File: config.mk
export PLATFORM = sky130hd
export DESIGN_NAME = cpu_clken
export DESIGN_NICKNAME = d
export VERILOG_FILES = /design/src/rtl/cpu_clken.sv
export SDC_FILE = /design/constraint.sdc
export NUM_CORES = 1
export LEC_CHECK = 0
export ABC_AREA = 1
export BUFFER_PORTS_ARGS = -buffer_cell sky130_fd_sc_hd__buf_2
export CAP_MARGIN = 20
export CORE_MARGIN = 2
export CORE_UTILIZATION = 40
export DETAILED_ROUTE_END_ITERATION = 8
export HOLD_SLACK_MARGIN = 0.1
export PLACE_DENSITY_LB_ADDON = 0.2
export SETUP_SLACK_MARGIN = 0.4
export SYNTH_ARGS = -nofsm -noshare
export SYNTH_HDL_FRONTEND = slang
export SYNTH_SLANG_ARGS = --single-unit
File: constraint.sdc
create_clock -name clock -period 2.06 [get_ports clock]
set_input_delay 0.515 -clock clock [delete_from_list [all_inputs] [get_ports clock]]
set_output_delay 0.515 -clock clock [all_outputs]
set_load 0.05 [all_outputs]
File: src/rtl/cpu_clken.sv
// Z80 clock-enable generator with ULA beam counters, contention stretching and frame interrupt.
// Contended slots suppress cep/cen; turbo modes shorten the enable period and bypass contention.
module cpu_clken #(
    parameter int DIV     = 8,
    parameter int LINE_T  = 228,
    parameter int LINES   = 311,
    parameter int CONT_V0 = 63,
    parameter int CONT_H0 = 0,
    parameter int INT_V   = 0,
    parameter int INT_H   = 3,
    parameter int INT_LEN = 36
) (
    input  logic       clock,
    input  logic       reset,
    input  logic [1:0] turbo,
    input  logic       cn_req,
    output logic       cep,
    output logic       cen,
    output logic       int_n,
    output logic [7:0] hcount,
    output logic [8:0] vcount,
    output logic       hold
);

    localparam int PW = $clog2(DIV);

    logic [PW-1:0] phase;
    logic [1:0]    tq;
    logic [1:0]    tq_next;
    logic [7:0]    h_next;
    logic [8:0]    v_next;
    logic [7:0]    icnt;
    logic          slot_end;
    logic [PW-1:0] pmask;
    logic [PW-1:0] phalf;

    function automatic logic contended(input logic [7:0] h, input logic [8:0] v);
        int hr;
        int vi;
        hr = int'(h) - CONT_H0;
        vi = int'(v);
        return (vi >= CONT_V0) && (vi < CONT_V0 + 192) &&
               (hr >= 0) && (hr < 128) && ((hr & 7) < 6);
    endfunction

    always_comb begin
        slot_end = (phase == PW'(DIV - 1));
        tq_next  = (turbo == 2'b11) ? 2'b10 : turbo;
        h_next   = (hcount == 8'(LINE_T - 1)) ? 8'd0 : hcount + 8'd1;
        v_next   = vcount;
        if (hcount == 8'(LINE_T - 1))
            v_next = (vcount == 9'(LINES - 1)) ? 9'd0 : vcount + 9'd1;
        // Enable period P = DIV >> tq; tq never exceeds 2, so P >= 2.
        pmask = PW'((DIV >> tq) - 1);
        phalf = PW'((DIV >> tq) / 2);
        cep   = !hold && ((phase & pmask) == '0);
        cen   = !hold && ((phase & pmask) == phalf);
    end

    always_ff @(posedge clock or negedge reset) begin
        if (!reset) begin
            phase  <= '0;
            tq     <= 2'b00;
            hcount <= 8'd0;
            vcount <= 9'd0;
            hold   <= 1'b0;
            icnt   <= 8'd0;
            int_n  <= 1'b1;
        end else begin
            phase <= phase + PW'(1);
            if (slot_end) begin
                tq     <= tq_next;
                hcount <= h_next;
                vcount <= v_next;
                hold   <= cn_req && (tq_next == 2'b00) && contended(h_next, v_next);
                // A fresh start position reloads the length even mid-interrupt.
                if (h_next == 8'(INT_H) && v_next == 9'(INT_V)) begin
                    icnt  <= 8'(INT_LEN);
                    int_n <= 1'b0;
                end else if (icnt != 8'd0) begin
                    icnt <= icnt - 8'd1;
                    if (icnt == 8'd1)
                        int_n <= 1'b1;
                end
            end
        end
    end

endmodule

==> metrics.csv, run 1 <==
stage;metric;value;unit
run_status;status;completed;
timing;relative slew slack;71.0;%
clock_tree;Hold Buf Count CTS;0;
synthesis;asr flop ratio synth;100;%
run;max cap viols;0;
route;final WL;6.62;mm
synthesis;synthesized area per cell;7.48;µm²
timing;Tcrit/Tclk final;93.0;%
clock_tree;Worst-path clk slew;0.08;ns
timing;max frequency;522;MHz
synthesis;mapped cell area;2300;µm²
floorplan;core area;5540;µm²
clock_tree;number of H-tree levels;2;
critical_path;CP cell instances;inv_1 > o21ai_2 > o21ai_2 > a211oi_4 > buf_6;
global_routing;number of global-route vias before repair;2134;
floorplan;chip width;79.9;µm
cells_and_area;final core utilization;60.3;%
power_and_ir_drop;pwr/cell area;391;nW/µm²
clock_tree;worst skew pair latency;0.29;ns
clock_tree;root buffer cell;clkbuf_8;
hold_path;Hold WC Path Type;in -> async;
critical_path;crit end category;output port;
route;post-DR wirelength/cell;14.8;µm
synthesis;top_reg_cell synth;dfrtp_1;
power_and_ir_drop;Leakage;1.51;nW
global_routing;pin count of the biggest net entering global routing;35;
route;drt drc;0;
route;starting DRC count in detailed routing;103;
critical_path;Critical Path Source Type;flop;
floorplan;I/O pins;26;
clock_tree;CTS Buf Count;5;
cells_and_area;share of cells above drive strength 1;48.5;%
critical_path;endpoint required time on the critical path;1.54;ns
critical_path;CP arrival;1.40;ns
synthesis;number of synthesized register bits;32;
placed_design;dpl hpwl;4.07;mm
floorplan;initial core utilization;41.6;%
clock_tree;CTS Sinks;32;
route;via/cell ratio;5.22;
route;count of TritonRoute iterations in the first routing pass;4;
critical_path;Worst path max stage delay;0.36;ns
cells_and_area;# diodes;0;
floorplan;total die area;6380;µm²
cells_and_area;# fillers;496;
synthesis;Post-synth EDFFs;0;
timing;final hold viol count;0;
critical_path;Most common cell on crit path;o21ai_2;
critical_path;CP startpoint;phase[1];
timing;post-route setup TNS;0;ns
critical_path;Worst R2R Start;vcount[0];
timing;worst clock skew;0.0123;ns
clock_tree;clock buffer depth;2;
global_routing;global-route wire length before repair;10.3;mm
cells_and_area;Final nets;387;
critical_path;FF-to-FF setup slack;0.16;ns
floorplan;Die Span Y;79.9;µm
timing;fin crit period;1.92;ns
timing;unrepaired setup endpoints after global routing;yes;
synthesis;number of distinct library cells after synthesis;39;
global_routing;GRT Residual Overflow;0;
synthesis;Synth Warn #;0;
critical_path;critical path type;reg -> out;
placed_design;gpl congestion;0.788;
global_routing;Tot GR Track Use;20.6;%
critical_path;largest fanout on the critical path;3;
timing;Final Setup Violations;0;
synthesis;Synth Instances;308;
clock_tree;TritonCTS clock tree;done;
route;via count;2332;
critical_path;slowest stage cell, crit path;dfrtp_1;
global_routing;initial antenna violation count;0;
cells_and_area;P&R area growth vs syn;45.0;%
power_and_ir_drop;maximum VDD drop;269;µV
synthesis;sequential area share after synthesis;34.8;%
floorplan;site row count;27;
synthesis;Mapped Nets;321;
placed_design;I/O Buffers;25;
route;post-route ant nets;0;
critical_path;CP bufs+invs;2;
critical_path;family with the most delay on the worst path;compound AO/OA/AOI/OAI gates;
timing;max-slew violations;0;
timing;worst slew pin tran;0.435;ns
power_and_ir_drop;total power;1.31;mW
## metal layers
| metal | track usage, % | share of wire, % | wire length (µm) |
|---|---|---|---|
| met1 | 28.3 | 45 | 3000 |
| met2 | 33.1 | 48 | 3200 |
| met3 | 4.19 | 5.0 | 330 |
| met4 | 5.42 | 1.4 | 92 |
| met5 | 0 | 0 | 0 |
## final timing paths
kind                             end  cells after the start
min in group clock             tq[1]                      3
hold reg to reg             phase[1]                      1
max in group asynchronous  hcount[0]                      2
setup reg to reg             icnt[6]                     11
hold / removal             vcount[0]                      2
setup / recovery                 cen                      5
## per-stage QoR
stage                     hold WS [ns]  instances  instance area [µm²]  worst slack, ns
after floorplan                  0.219        308                 2410            0.118
after global placement           0.479        410                 2670           0.0466
after detailed placement         0.486        410                 2670           0.0563
after CTS                        0.259        442                 3190            0.118
after global routing             0.276        447                 3340           0.0675
final                            0.237        447                 3340            0.144
## Yosys cell counts (2+ instances only)
master    number  share of area (%)
nand2_1       80                 13
inv_1         26                4.2
nand2_2        7                1.9
nor3_1         8                1.7
clkbuf_1       3               0.49
ha_1           8                4.3
o21ai_0       24                5.2
and2_1         2               0.54
xnor2_1        2               0.76
dfrtp_1       31                 34
nor2_1        22                3.6
nand2_4        3                1.5
nand3_2        8                3.5
xor2_1         5                1.9
nand4_1       10                2.7
a21oi_2        4                1.5
nand3_1       24                5.2
inv_2          7                1.1
nor3_2         2               0.87
or2_2          2               0.54
nor2_2         7                1.9
a21oi_1        2               0.43
nor2_4         5                2.4
## report_power, final
part,switching [mW],internal (mW)
Sequential,0.00161,0.630
Combinational,0.0330,0.0192
Clock,0.264,0.358
## registers in the layout, summed over array words and instances, names as in the netlist
name and count:
icnt 8, hold 1, phase 3, hcount 8
int_n 1, vcount 9, tq 2
## logic make-up after synthesis
logic type	after synthesis	synth area share (%)
fa+ha+maj	8	4.34
compound gates	37	9.28
buf+inv	40	7.11
flops	32	34.8
xor+xnor	7	2.66
simple gates	184	41.8
## repair_timing
item / 4_1_cts / 5_1_grt
setup buffers: 24 / 4
cloned: 0 / 1
pin swaps: 35 / 32
resized for setup: 49 / 33
hold endpoints to repair: 0 / 0
endpoints found under the setup margin: 13 / 27
## cells in the final DEF (no fill, tap or decap), types with 6 or more instances in the layout
master   count
nand2_1     66
buf_4       33
inv_1       22
buf_2       21
nand3_1     17
nor2_1      17
dfrtp_1     17
o21ai_0     15
dfrtp_2     14
nor2_4      13
nand2_2     13
nand2_4     11
inv_2       10
nand4_1     10
nand3_2      8
nand3_4      7
o21ai_1      6
buf_6        6
## final cells by class
| type | count | area [µm²] | share of cell area [%] |
|---|---|---|---|
| multi-input combinational | 236 | 1680 | 50.1 |
| timing repair buffer | 65 | 513 | 15.4 |
| clock inverter | 3 | 42.5 | 1.27 |
| sequential | 32 | 820 | 24.5 |
| clock buffer | 5 | 68.8 | 2.06 |
| tap | 72 | 90.1 | 2.70 |
| inverter | 34 | 131 | 3.93 |
(Power assumes the default switching activity.)
==> inputs of run 2 (changes only) <==
==> constraint.sdc (replaced) <==
create_clock -name clock -period 2.06 [get_ports clock]
set_input_delay 0.515 -clock clock [delete_from_list [all_inputs] [get_ports clock]]
set_output_delay 0.515 -clock clock [all_outputs]
set_load 0.005 [all_outputs]
==> metrics.csv, run 2 (synthesis gave the netlist of run 1 again) <==
stage;metric;value;unit
global_routing;initial antenna violation count;0;
timing;relative slew slack;71.7;%
route;via/cell ratio;5.29;
placed_design;DP Worst Slack;0.0520;ns
route;met3 WL post-DR;377;µm
critical_path;crit end category;flop;
run_status;status;completed;
timing;final hold viol count;0;
cells_and_area;most frequent cells in the layout;70 x nand2_1, 38 x buf_4, 28 x dfrtp_1, 25 x buf_2, 21 x inv_1;
cells_and_area;Final nets;391;
hold_path;Hold WC Path Type;in -> async;
cells_and_area;largest reg by FF count;vcount;
route;final WL;6.48;mm
power_and_ir_drop;Leakage;1.56;nW
placed_design;placed insts;412;
cells_and_area;P&R area growth vs syn;38.3;%
critical_path;largest fanout on the critical path;7;
cells_and_area;Top Registers;vcount: 9 flops, hcount: 8 flops, icnt: 8 flops;
critical_path;endpoint required time on the critical path;2.24;ns
global_routing;global-route wire length before repair;10.1;mm
clock_tree;CTS Buf Count;5;
timing;fin crit period;1.95;ns
floorplan;initial core utilization;41.6;%
route;post-DR wirelength/cell;14.4;µm
critical_path;CP startpoint;hcount[1];
timing;post-route setup TNS;0;ns
clock_tree;TritonCTS clock tree;done;
route;via count;2387;
global_routing;pin count of the biggest net entering global routing;35;
global_routing;Tot GR Track Use;20.2;%
clock_tree;worst skew pair latency;0.29;ns
timing;Final Setup Violations;0;
timing;max-slew violations;0;
route;met1 WL;2.81;mm
timing;max frequency;512;MHz
cells_and_area;register area;806;µm²
route;top sig layer;met4;
route;starting DRC count in detailed routing;199;
floorplan;Die Span Y;79.9;µm
cells_and_area;share of cells above drive strength 1;43.8;%
power_and_ir_drop;pwr/cell area;420;nW/µm²
clock_tree;CTS Sinks;32;
global_routing;number of global-route vias before repair;2186;
critical_path;Worst R2R Start;hcount[1];
floorplan;I/O pins;26;
route;count of TritonRoute iterations in the first routing pass;5;
clock_tree;Hold Buf Count CTS;0;
timing;final worst setup slack;0.106;ns
floorplan;total die area;6380;µm²
floorplan;core area;5540;µm²
critical_path;critical path type;reg -> reg;
cells_and_area;area occupied by multi-input gates;1560;µm²
cells_and_area;max reg flops;9;
cells_and_area;# diodes;0;
cells_and_area;most common cell after layout, fill and taps aside;nand2_1;
power_and_ir_drop;total power;1.34;mW
critical_path;Critical Path Source Type;flop;
clock_tree;Worst-path clk slew;0.07;ns
cells_and_area;# fillers;512;
route;drt drc;0;
clock_tree;number of H-tree levels;2;
route;post-route ant nets;0;
timing;worst slew pin tran;0.424;ns
placed_design;I/O Buffers;25;
floorplan;chip width;79.9;µm
run;max cap viols;0;
route;WL met2;3.17;mm
cells_and_area;Non-Filler Instances;451;
placed_design;gpl congestion;0.760;
floorplan;site row count;27;
critical_path;CP arrival;2.14;ns
clock_tree;root buffer cell;clkbuf_8;
power_and_ir_drop;maximum VDD drop;283;µV
timing;worst clock skew;0.00742;ns
placed_design;dpl hpwl;3.92;mm
global_routing;GRT Residual Overflow;0;
clock_tree;clock buffer depth;2;
timing;Tcrit/Tclk final;94.8;%
timing;unrepaired setup endpoints after global routing;yes;
==> run 2: cell types whose count changed in the layout (fill, tap and decap cells not counted), sizes merged <==
cell      change
clkinv        -1
nand2         +1
clkinvlp      -1
buf           +5
==> run 2: report_power, final <==
part	leakage (nW)	switching, mW	internal, mW
Sequential	0.410	0.00161	0.630
Clock	0.0645	0.247	0.427
Combinational	1.08	0.0216	0.0132
Total	1.56	0.270	1.07
==> run 2: metal layers <==
metal / GRT usage [%] / vias to the layer above
met3: 4.30 / 14
met4: 7.63 / 0
met1: 26.6 / 1136
met5: 0 / -
li1: - / 1143
met2: 32.3 / 94
==> run 2: path summary, 6_finish.rpt <==
kind	to	slack [ns]	cells after the start
min in group clock	tq[1]	0.48	3
max in group asynchronous	int_n	1.48	2
setup reg to reg	icnt[4]	0.11	11
hold reg to reg	phase[0]	0.53	1
setup / recovery	icnt[4]	0.11	11
hold / removal	hcount[3]	0.23	2
==> run 2: timing repair <==
action | CTS | global route
pin swaps | 19 | 16
cloned | 0 | 1
buffers inserted | 18 | 12
setup endpoints to repair | 14 | 26
resized for setup | 29 | 38
==> run 2: layout make-up <==
cell class	instances	share of cell area (%)
repair buffers	68	14.9
inverters	34	4.04
flip-flops and latches	32	25.3
clock inverters	1	0.942
multi-input cells	237	49.0
well taps	72	2.83
clock buffers	7	3.02
==> run 2: worst max-delay path: stages (launching register included) <==
cell and delay, ns:
dfrtp_1 0.39, ha_4 0.16, nand2_4 0.06, nor2_4 0.21, nand4_1 0.22, nand3_2 0.16, buf_4 0.13, nand2_1 0.06
nor2_1 0.17, nand4_1 0.12, nand4_1 0.10, nand2_1 0.05
==> run 2: stage by stage <==
step | hold WS, ns | area [µm²] | util (%)
floorplan | 0.219 | 2320 | -
global placement | 0.480 | 2590 | 46.8
detailed placement | 0.493 | 2590 | 46.8
CTS | 0.257 | 2950 | 53.2
global route | 0.268 | 3190 | 57.5
finish | 0.231 | 3190 | 57.5
